## src/rtl/mc_ctrl_unit.sv

```systemverilog
// Multicycle controller for an ARM-subset datapath, including a handshaked multiplier.
// Ports: clk, reset (async, active-low); instruction fields Op/Funct/Rd/Cond/MulSig and ALUFlags/MulDone in;
//        datapath enables/selects, ALUControl, MulStart pulse and sticky MulErr out.
module mc_ctrl_unit #(
  parameter int ALUCTRL_W   = 3,
  parameter int MUL_TIMEOUT = 16
) (
  input  logic                 clk,
  input  logic                 reset,
  input  logic [1:0]           Op,
  input  logic [5:0]           Funct,
  input  logic [3:0]           Rd,
  input  logic [3:0]           Cond,
  input  logic [3:0]           MulSig,
  input  logic [3:0]           ALUFlags,
  input  logic                 MulDone,
  output logic                 PCWrite,
  output logic                 RegWrite,
  output logic                 MemWrite,
  output logic                 IRWrite,
  output logic                 AdrSrc,
  output logic [1:0]           ResultSrc,
  output logic [1:0]           ALUSrcA,
  output logic [1:0]           ALUSrcB,
  output logic [1:0]           ImmSrc,
  output logic [1:0]           RegSrc,
  output logic [ALUCTRL_W-1:0] ALUControl,
  output logic                 MulStart,
  output logic                 MulErr
);

  localparam int CNT_W = $clog2(MUL_TIMEOUT + 1);

  typedef enum logic [3:0] {
    FETCH, DECODE, MEMADR, MEMREAD, MEMWB, MEMWRITE,
    EXECUTER, EXECUTEI, MULSTART, MULWAIT, ALUWB, BRANCH
  } state_t;

  state_t           state, state_nxt;
  logic [CNT_W-1:0] mul_cnt;
  logic [3:0]       flags;      // {N, Z, C, V}
  logic             mul_err;

  logic       next_pc, reg_w, mem_w, branch, alu_op, mul_alu, mul_timeout;
  logic [2:0] alu_ctl;
  logic [1:0] flag_w;
  logic       cond_ex, pcs;
  logic       is_mul;

  assign is_mul = (Funct[5:1] == 5'b00000) && (MulSig == 4'b1001);

  always_ff @(posedge clk or negedge reset) begin
    if (!reset) begin
      state   <= FETCH;
      mul_cnt <= '0;
      flags   <= 4'b0000;
      mul_err <= 1'b0;
    end else begin
      state <= state_nxt;
      if (state == MULSTART)
        mul_cnt <= '0;
      else if (state == MULWAIT)
        mul_cnt <= mul_cnt + CNT_W'(1);
      if (mul_timeout)
        mul_err <= 1'b1;
      if (flag_w[1] && cond_ex)
        flags[3:2] <= ALUFlags[3:2];
      if (flag_w[0] && cond_ex)
        flags[1:0] <= ALUFlags[1:0];
    end
  end

  always_comb begin
    state_nxt   = state;
    IRWrite     = 1'b0;
    AdrSrc      = 1'b0;
    ALUSrcA     = 2'b00;
    ALUSrcB     = 2'b00;
    ResultSrc   = 2'b00;
    next_pc     = 1'b0;
    reg_w       = 1'b0;
    mem_w       = 1'b0;
    branch      = 1'b0;
    alu_op      = 1'b0;
    mul_alu     = 1'b0;
    mul_timeout = 1'b0;
    MulStart    = 1'b0;
    case (state)
      FETCH: begin
        IRWrite   = 1'b1;
        ALUSrcA   = 2'b01;
        ALUSrcB   = 2'b10;
        ResultSrc = 2'b10;
        next_pc   = 1'b1;
        state_nxt = DECODE;
      end
      DECODE: begin
        ALUSrcA   = 2'b01;
        ALUSrcB   = 2'b10;
        ResultSrc = 2'b10;
        case (Op)
          2'b01:   state_nxt = MEMADR;
          2'b10:   state_nxt = BRANCH;
          2'b00:   state_nxt = is_mul ? MULSTART : (Funct[5] ? EXECUTEI : EXECUTER);
          default: state_nxt = FETCH;
        endcase
      end
      MEMADR: begin
        ALUSrcB   = 2'b01;
        state_nxt = Funct[0] ? MEMREAD : MEMWRITE;
      end
      MEMREAD: begin
        AdrSrc    = 1'b1;
        state_nxt = MEMWB;
      end
      MEMWB: begin
        ResultSrc = 2'b01;
        reg_w     = 1'b1;
        state_nxt = FETCH;
      end
      MEMWRITE: begin
        AdrSrc    = 1'b1;
        mem_w     = 1'b1;
        state_nxt = FETCH;
      end
      EXECUTER: begin
        alu_op    = 1'b1;
        state_nxt = ALUWB;
      end
      EXECUTEI: begin
        ALUSrcB   = 2'b01;
        alu_op    = 1'b1;
        state_nxt = ALUWB;
      end
      MULSTART: begin
        MulStart  = 1'b1;
        state_nxt = MULWAIT;
      end
      MULWAIT: begin
        alu_op  = 1'b1;
        mul_alu = 1'b1;
        // A result arriving on the final allowed cycle still counts as success.
        if (MulDone)
          state_nxt = ALUWB;
        else if (mul_cnt == CNT_W'(MUL_TIMEOUT - 1)) begin
          mul_timeout = 1'b1;
          state_nxt   = FETCH;
        end
      end
      ALUWB: begin
        reg_w     = 1'b1;
        state_nxt = FETCH;
      end
      BRANCH: begin
        ALUSrcA   = 2'b10;
        ALUSrcB   = 2'b01;
        ResultSrc = 2'b10;
        branch    = 1'b1;
        state_nxt = FETCH;
      end
      default: state_nxt = FETCH;
    endcase
  end

  // ALU decode; the multiply wait overrides the Funct decode and never writes flags.
  always_comb begin
    alu_ctl = 3'b000;
    flag_w  = 2'b00;
    if (mul_alu) begin
      alu_ctl = 3'b100;
    end else if (alu_op) begin
      case (Funct[4:1])
        4'b0100: alu_ctl = 3'b000;
        4'b0010: alu_ctl = 3'b001;
        4'b0000: alu_ctl = 3'b010;
        4'b1100: alu_ctl = 3'b011;
        default: alu_ctl = 3'b000;
      endcase
      flag_w[1] = Funct[0];
      flag_w[0] = Funct[0] && ((Funct[4:1] == 4'b0100) || (Funct[4:1] == 4'b0010));
    end
  end

  always_comb begin
    case (Cond)
      4'b0000: cond_ex = flags[2];
      4'b0001: cond_ex = !flags[2];
      4'b0010: cond_ex = flags[1];
      4'b0011: cond_ex = !flags[1];
      4'b0100: cond_ex = flags[3];
      4'b0101: cond_ex = !flags[3];
      4'b0110: cond_ex = flags[0];
      4'b0111: cond_ex = !flags[0];
      4'b1000: cond_ex = flags[1] && !flags[2];
      4'b1001: cond_ex = !flags[1] || flags[2];
      4'b1010: cond_ex = (flags[3] == flags[0]);
      4'b1011: cond_ex = (flags[3] != flags[0]);
      4'b1100: cond_ex = !flags[2] && (flags[3] == flags[0]);
      4'b1101: cond_ex = flags[2] || (flags[3] != flags[0]);
      4'b1110: cond_ex = 1'b1;
      default: cond_ex = 1'b0;
    endcase
  end

  assign pcs        = ((Rd == 4'hF) && reg_w) || branch;
  assign PCWrite    = next_pc || (pcs && cond_ex);
  assign RegWrite   = reg_w && cond_ex;
  assign MemWrite   = mem_w && cond_ex;
  assign ImmSrc     = Op;
  assign RegSrc     = {Op == 2'b01, Op == 2'b10};
  assign ALUControl = ALUCTRL_W'(alu_ctl);
  assign MulErr     = mul_err;

endmodule
```

## config.mk

```make
export PLATFORM = sky130hd
export DESIGN_NAME = mc_ctrl_unit
export DESIGN_NICKNAME = d
export VERILOG_FILES = /design/src/rtl/mc_ctrl_unit.sv
export SDC_FILE = /design/constraint.sdc
export NUM_CORES = 1
export LEC_CHECK = 0
export BUFFER_PORTS_ARGS = -buffer_cell sky130_fd_sc_hd__clkbuf_2
export CAP_MARGIN = 20
export CORE_MARGIN = 2
export CORE_UTILIZATION = 25
export DETAILED_ROUTE_END_ITERATION = 7
export SLEW_MARGIN = 20
export SYNTH_ARGS = -nofsm -noshare
export SYNTH_HDL_FRONTEND = slang
export SYNTH_SLANG_ARGS = --single-unit
```

## constraint.sdc

```tcl
create_clock -name clk -period 1.96 [get_ports clk]
set_input_delay 0.392 -clock clk [delete_from_list [all_inputs] [get_ports clk]]
set_output_delay 0.392 -clock clk [all_outputs]
set_load 0.01 [all_outputs]
```

Word-level counts from Yosys, hierarchy flattened
Cells that the tools add are included.
{"block": "word_totals", "output_inout_bits": 20, "in_bits": 27, "word_cells": 103, "ff_bits": 14}
{"block": "classes", "n_reduce_logical": 32, "mux": 29, "n_eq_ne": 36, "add_sub_neg": 1}
{"op": "equality test 4 bit, second input constant", "count": 14}
{"op": "equality test 4 x 3 -> 1 bit, second input constant", "count": 9}
{"op": "one-hot mux 4 bit (7 select lines)", "count": 1}
{"op": "equality test 4 x 2 -> 1 bit, second input constant", "count": 5}
{"op": "one-hot mux 1 bit (15 select lines)", "count": 1}
{"op": "logical NOT 4 bit", "count": 3}
{"op": "two-way mux 1 bit", "count": 12}
{"op": "two-way mux 4 bit", "count": 3}
{"op": "one-hot mux 2 bit (2 select lines)", "count": 3}
{"op": "one-hot mux 4 bit (3 select lines)", "count": 1}
{"op": "logical AND 1 bit", "count": 10}
{"op": "two-way mux 5 bit", "count": 2}
{"op": "OR reduction 3 bit", "count": 3}
{"op": "equality test 4 x 1 -> 1 bit, second input constant", "count": 2}
{"op": "OR reduction 2 bit", "count": 4}
{"op": "two-way mux 2 bit", "count": 3}
{"op": "two-way mux 3 bit", "count": 2}
{"op": "one-hot mux 2 bit (3 select lines)", "count": 1}
{"op": "adder 5 x 1 -> 5 bit, second input constant", "count": 1}
{"op": "equality test 5 x 4 -> 1 bit, second input constant", "count": 1}
{"op": "logical NOT 5 bit", "count": 1}
{"op": "logical OR 1 bit", "count": 5}
{"op": "logical NOT 1 bit", "count": 4}
{"op": "inequality test 3 x 2 -> 1 bit, second input constant", "count": 1}
{"op": "other kinds (6)", "count": 6}

Longest topological paths before layout
Gate-level depths: netlist of the first run.
{"block": "depth", "depth_word": 7, "mapped_depth": 8, "depth_no_buf": 8}

Worst setup path before layout of the first run
Ideal clock, no wire load.
{"block": "synth_path", "path_kind": "input -> output", "startpoint": "input Cond[2]", "endpoint": "output MemWrite", "stages": 6, "required_ns": 1.568, "arrival_time_ns": 1.651, "setup_slack_ns": -0.083, "cell_sequence": "buf_6 or4b_1 a31oi_1 o21ai_1 o2111ai_2 nor3b_1"}
{"block": "synth_via", "elab_chain_len": 3, "elab_cells_between_ends": 17}
{"item": "start, declared", "line_no": "13", "rtl": "input logic [3:0] Cond,"}
{"item": "equality test 4 bit, or another cell as far along", "line_no": "185", "rtl": "case (Cond)"}
{"item": "one-hot mux 1 bit (15 select lines) *", "line_no": "185"}
{"item": "logical AND 1 bit *", "line_no": "208", "rtl": "assign MemWrite = mem_w && cond_ex;"}
{"item": "end, declared", "line_no": "19", "rtl": "output logic MemWrite,"}
Mark *: on every way between the ends. The rest lies on a longest branch, timed or not.

Worst setup path in the final report of the first run
{"block": "layout_path", "startpoint": "register flags[3]", "endpoint": "output MemWrite"}
{"block": "layout_via", "elab_chain_len": 4, "elab_cells_between_ends": 7}
{"item": "start, declared", "line_no": "41", "rtl": "logic [3:0] flags;"}
{"item": "start signal, assigned", "line_no": "67", "rtl": "flags[3:2] <= ALUFlags[3:2];"}
{"item": "inequality test 1 bit / equality test 1 bit (equally long branches)"}
{"item": "logical OR 1 bit / logical AND 1 bit (equally long branches)", "line_no": "199, 198"}
{"item": "one-hot mux 1 bit (15 select lines) *", "line_no": "185"}
{"item": "logical AND 1 bit *", "line_no": "208"}
Marked as above.

==> results.tsv, run 1 <==
stage	metric	value	unit
final_layout	area of the multi-input gates	774	um2
clocking	Worst-Skew Late Latency	0.25	ns
floorplan	die area	5330	um2
global_route	first-pass GRT wire length	4.62	mm
synth	Seq/Total Area, Yosys	0.294	
global_route	GRT Total Usage	0.112	
sta	Final min period	2.27	ns
power_and_ir_drop	PD cells	1200	nW/um2
detailed_routing	routed len/inst	12.2	um
global_route	gr ovfl total	0	
global_route	number of global-route vias before repair	1071	
sta	Worst-Margin Slew	0.366	ns
detailed_routing	Detail Route Antenna Nets	0	
synth	Avg Synthesized Cell Area	8.50	um2
clocking	TritonCTS clock tree	done	
clocking	Clock transition at path regs	0.06	ns
placed_design	DP HPWL	2.41	mm
placed_design	Placer Congestion	0.852	
final_layout	fraction of layout cells with a size suffix above 1	0.451	
global_route	initial antenna violation count	0	
sta	Hold Slack	0.0431	ns
sta	Final period util	1.16	
detailed_routing	final wirelength	3.05	mm
sta	fmax	0.440	GHz
placed_design	Port-buffer cells	46	
sta	Max-slew headroom	0.754	
synth	Top FF cell, synth	dfrtp_1	
clocking	CTS max path bufs	2	
synth	EDFF count, synth	0	
worst_setup_path	CP Capture Type	output pin	
detailed_routing	DRT iter0 DRCs	28	
clocking	CTS Root Cell	clkbuf_8	
worst_setup_path	Worst EP required	1.57	ns
final_layout	layout filler cell count	491	
final_layout	fin util	0.347	
worst_setup_path	critical path launch point	flags[3]	
synth	Synth warnings	0	
final_layout	Diodes inserted	0	
power_and_ir_drop	Peak supply drop	0.364	mV
detailed_routing	Detailed Routing Iterations Pass 1	4	
sta	final hold vios	0	
floorplan	I/O pins	47	
sta	clock skew	0.00269	ns
clocking	Num Clock Sinks	14	
final_layout	most frequent cells in the layout	clkbuf_2, nor2_1, buf_4	
synth	Yosys reg bits	14	
status	status	finished, violations left	
final_layout	register area	350	um2
synth	Netlist cell types	46	
floorplan	Die Y	73.0	um
hold_path	Hold Path Class	input port to asynchronous set/reset pin	
flow_run	max-cap viol count	0	
worst_setup_path	critical path class	register to output pin	
final_layout	commonest non-fill, non-tap cell in the layout	clkbuf_2	
floorplan	chip width	73.0	um
floorplan	Site Rows	25	
power_and_ir_drop	Lkg Pwr	0.800	nW
clocking	CTS buffer count	3	
synth	post-synthesis cell count	140	
final_layout	Final nets	225	
detailed_routing	# DRC	0	
final_layout	Layout area overhead	35.9	%
sta	unrepaired setup endpoints after global routing	yes	
worst_setup_path	CP Data Arrival Time	1.88	ns
sta	final worst setup slack	-0.314	ns
clocking	H-Tree Depth	1	
synth	Post-Syn Nets	169	
worst_setup_path	startpoint types	register	
worst_setup_path	worst r2r src	flags[3]	
synth	share of synthesized registers carrying an async set or reset	1.00	
worst_setup_path	Crit Path Max Fanout	5	
status	failing checks	setup timing	
sta	final setup fails	7	
floorplan	Initial Util	0.255	
global_route	pin count of the biggest net entering global routing	15	
detailed_routing	Via density	4.97	
detailed_routing	via count	1237	
floorplan	core area	4660	um2
final_layout	finished layout cell area	1620	um2
sta	Final Slew Violations	0	
synth	Synth Cell Area	1190	um2
placed_design	Placed Area	1510	um2
clocking	cts hold-fix bufs	0	
## metrics by stage
stage	cells	setup slack [ns]	total power, W	TNS, ns
floorplan	140	0.00375	0.00124	0
global placement	243	-0.176	0.00158	-1.04
detailed placement	243	-0.225	0.00160	-1.32
CTS	248	-0.310	0.00191	-1.23
global route	249	-0.392	0.00209	-2.49
finish	249	-0.314	0.00193	-1.62
## report_power, final
| group | internal, W | switching [W] |
|---|---|---|
| Combinational | 0.000559 | 0.000601 |
| Clock | 0.000178 | 0.000106 |
| Sequential | 0.000393 | 0.0000948 |
## cells by family (layout without fill, tap and decap cells)
logic type,count (synthesis),after routing,synth area share
AOI/OAI and AO/OA,29,29,0.176
xor gates and xnor gates,6,6,0.0442
adders and majority gates,2,2,0.0210
buffers and inverters,15,70,0.0904
DFF,14,14,0.294
muxes,9,9,0.0820
and+or+nand+nor,65,65,0.292
## worst max-delay path, cell delays in order, from the launching register on
cell       delay, ns
dfrtp_1         0.43
or4b_1          0.48
a31oi_1         0.15
o21ai_1         0.09
o2111ai_2       0.11
nor3b_2         0.23
buf_2           0.15
## flip-flops by register name, summed over array words and instances (netlist names)
register  count
state         4
flags         4
mul_cnt       5
MulErr        1
## per-layer routing
layer / GRT usage / wire length, um
met1: 0.139 / 1400
met4: 0.0617 / 68
met5: 0 / 0
met3: 0.00967 / 158
met2: 0.190 / 1420
## synthesized netlist by cell type, drive strengths merged (2+ instances only)
cell,count,area [um2]
nor2,16,60.1
dfrtp,14,350
nand2,14,52.6
a21oi,8,40.0
buf,8,61.3
nor3,8,40.0
mux2,6,67.6
nand3,5,25.0
o31ai,5,37.5
xnor2,5,43.8
inv,4,15.0
nor2b,4,25.0
a31o,3,26.3
and3,3,20.0
clkbuf,3,31.3
mux2i,3,30.0
o21ai,3,15.0
a22o,2,17.5
a31oi,2,12.5
ha,2,25.0
nand3b,2,15.0
nand4,2,18.8
o311ai,2,17.5
or2,2,12.5
## layout make-up
class                   count  share of cell area
multi-input cells         111               0.479
repair buffers             62               0.219
inverters                   4             0.00929
well taps                  54              0.0418
flip-flops and latches     14               0.217
clock buffers               4              0.0341
## final timing paths
| kind | to | slack, ns | depth (start not counted) |
|---|---|---|---|
| max | MemWrite | -0.31 | 6 |
| min | mul_cnt[0] | 0.04 | 1 |
| max reg2reg | flags[2] | -0.23 | 10 |
| min reg2reg | MulErr | 0.47 | 1 |
| max in group asynchronous | state[3] | 1.65 | 1 |
| min in group clk | flags[1] | 0.38 | 2 |
## timing repair
item | 4_1_cts | 5_1_grt
buffers inserted | 1 | 1
endpoints found under the setup margin | 8 | 10
gates resized for setup | 4 | 9
pin swaps | 1 | 1
Power figures use the tool's default switching activity.
==> run 2: changes to the inputs <==
CORE_ASPECT_RATIO = 0.5   (was unset)
PLACE_DENSITY_LB_ADDON = 0.1   (was unset)
==> results.tsv, run 2 (synthesis results as in run 1) <==
stage	metric	value	unit	change
status	status	finished, violations left		
status	failing checks	setup timing		
power_and_ir_drop	Peak supply drop	0.291	mV	-20%
worst_setup_path	R2R Setup Slk	-0.07	ns	+0.16 ns
detailed_routing	routed len/inst	11.8	um	-4.0%
final_layout	Top Registers	mul_cnt (5), flags (4), state (4)		
sta	Max-slew headroom	0.756		+0.00208
detailed_routing	Detailed Routing Iterations Pass 1	4		unchanged
global_route	number of global-route vias before repair	1077		+0.56%
worst_setup_path	CP Data Arrival Time	1.83	ns	-0.05 ns
clocking	TritonCTS clock tree	done		
placed_design	Placed Area	1520	um2	+1.0%
sta	final worst setup slack	-0.260	ns	+0.0537 ns
worst_setup_path	R2R depth	7		-3
floorplan	Site Rows	17		-32%
power_and_ir_drop	Lkg Pwr	0.812	nW	+1.6%
sta	setup_tns	-0.883	ns	+0.742 ns
flow_run	max-cap viol count	0		unchanged
clocking	cts hold-fix bufs	0		unchanged
clocking	Clock transition at path regs	0.06	ns	about the same
worst_setup_path	worst path bufs/invs	1		unchanged
sta	Worst-Margin Slew	0.363	ns	-0.00309 ns
sta	Final Slew Violations	0		unchanged
worst_setup_path	worst r2r src	flags[3]		
sta	Hold Slack	0.0496	ns	+0.00653 ns
power_and_ir_drop	PD cells	1170	nW/um2	-1.7%
final_layout	Final nets	226		+0.44%
worst_setup_path	CP Capture Type	output pin		
worst_setup_path	Worst EP required	1.57	ns	about the same
floorplan	I/O pins	47		unchanged
clocking	CTS max path bufs	2		unchanged
clocking	H-Tree Depth	1		unchanged
final_layout	most frequent cells in the layout	clkbuf_2, nor2_1, buf_4		
sta	final setup fails	5		-2
detailed_routing	Detail Route Antenna Nets	0		unchanged
placed_design	Port-buffer cells	46		unchanged
global_route	initial antenna violation count	0		unchanged
sta	clock skew	0.00283	ns	+0.000133 ns
global_route	gr ovfl total	0		unchanged
worst_setup_path	delay-heaviest family, CP	simple AND/OR/NAND/NOR gates		
final_layout	max reg flops	5		unchanged
detailed_routing	Via density	4.51		-9.3%
worst_setup_path	Crit-path slowest cell	or4b_1		
sta	unrepaired setup endpoints after global routing	yes		
detailed_routing	DRT iter0 DRCs	31		+11%
detailed_routing	final wirelength	3.08	mm	+0.98%
final_layout	Diodes inserted	0		unchanged
placed_design	DP HPWL	2.48	mm	+2.6%
worst_setup_path	critical path class	register to output pin		
final_layout	Layout area overhead	39.6	%	
worst_setup_path	CP peak stage delay	0.48	ns	about the same
clocking	CTS Root Cell	clkbuf_8		
worst_setup_path	startpoint types	register		
sta	fmax	0.450	GHz	+2.4%
final_layout	fin util	0.370		+0.0234
global_route	first-pass GRT wire length	5.14	mm	+11%
clocking	CTS buffer count	3		unchanged
final_layout	fraction of layout cells with a size suffix above 1	0.459		+0.00790
global_route	pin count of the biggest net entering global routing	15		unchanged
worst_setup_path	crit-path cells	or4b_1 > a31oi_1 > o21ai_1 > o2111ai_2 > nor3b_2 > buf_2		
sta	Final min period	2.22	ns	-0.0537 ns
clocking	Worst-Skew Late Latency	0.24	ns	about the same
global_route	GRT Total Usage	0.123		+0.0114
floorplan	chip width	102	um	+39%
hold_path	Hold Path Class	input port to asynchronous set/reset pin		
clocking	Num Clock Sinks	14		unchanged
sta	Final period util	1.13		-0.0274
detailed_routing	# DRC	0		unchanged
final_layout	commonest non-fill, non-tap cell in the layout	clkbuf_2		
final_layout	finished layout cell area	1660	um2	+2.8%
final_layout	Biggest register	mul_cnt		
worst_setup_path	r2r endpoint	flags[1]		
detailed_routing	via count	1181		-4.5%
floorplan	Initial Util	0.265		+0.00982
floorplan	die area	5360	um2	+0.63%
floorplan	Die Y	52.8	um	-28%
placed_design	Placer Congestion	0.719		-16%
worst_setup_path	Crit Path Max Fanout	4		-1
sta	final hold vios	0		unchanged
floorplan	core area	4490	um2	-3.7%
-- run 2: final cells by class --
type	count	area [um2]
fillers	470	2830
repair buffers	63	368
multi-input cells	111	791
well taps	66	82.6
flip-flops and latches	14	350
clock buffers	4	55.1
inverters	4	15.0
-- run 2: repair_timing --
| item | in CTS | in global routing |
|---|---|---|
| setup buffers | 1 | 3 |
| setup endpoints to repair | 7 | 12 |
| pin swaps | 3 | 0 |
| endpoints found under the hold margin | 0 | 0 |
| gates resized for setup | 8 | 9 |
-- run 2: how the worst max path moves through the flow --
stage	cells after the start	endpoint	slack (ns)	start
global route	6	MemWrite	-0.43	flags[3]
floorplan	7	flags[0]	0.004	Cond[2]
detailed placement	8	MemWrite	-0.21	Cond[0]
finish	6	MemWrite	-0.26	flags[3]
CTS	6	MemWrite	-0.30	flags[3]
global placement	7	MemWrite	-0.16	Cond[0]
-- run 2: worst register-to-register path: stages, from the launching register on --
cell and delay (ns):
dfrtp_1 0.42, or4b_1 0.48, a31oi_1 0.15, o21ai_1 0.10, o2111ai_2 0.10, buf_4 0.18, and3_4 0.20, mux2_4 0.29
-- run 2: per-layer routing --
metal,track usage,routed length (um)
met1,0.169,1550
met2,0.200,1380
met3,0.0307,148
met4,0.0203,0
met5,0,0
-- run 2: per-stage QoR --
stage / cells / setup slack, ns / power, W
final: 262 / -0.260 / 0.00195
after global placement: 255 / -0.157 / 0.00157
after floorplan: 140 / 0.00375 / 0.00124
after global routing: 262 / -0.433 / 0.00213
after CTS: 260 / -0.298 / 0.00191
after detailed placement: 255 / -0.209 / 0.00158
-- run 2: where the power goes --
group / internal, W / switching (W)
combinational: 0.000575 / 0.000604
sequential: 0.000394 / 0.000100
clock: 0.000178 / 0.000102
total: 0.00115 / 0.000806
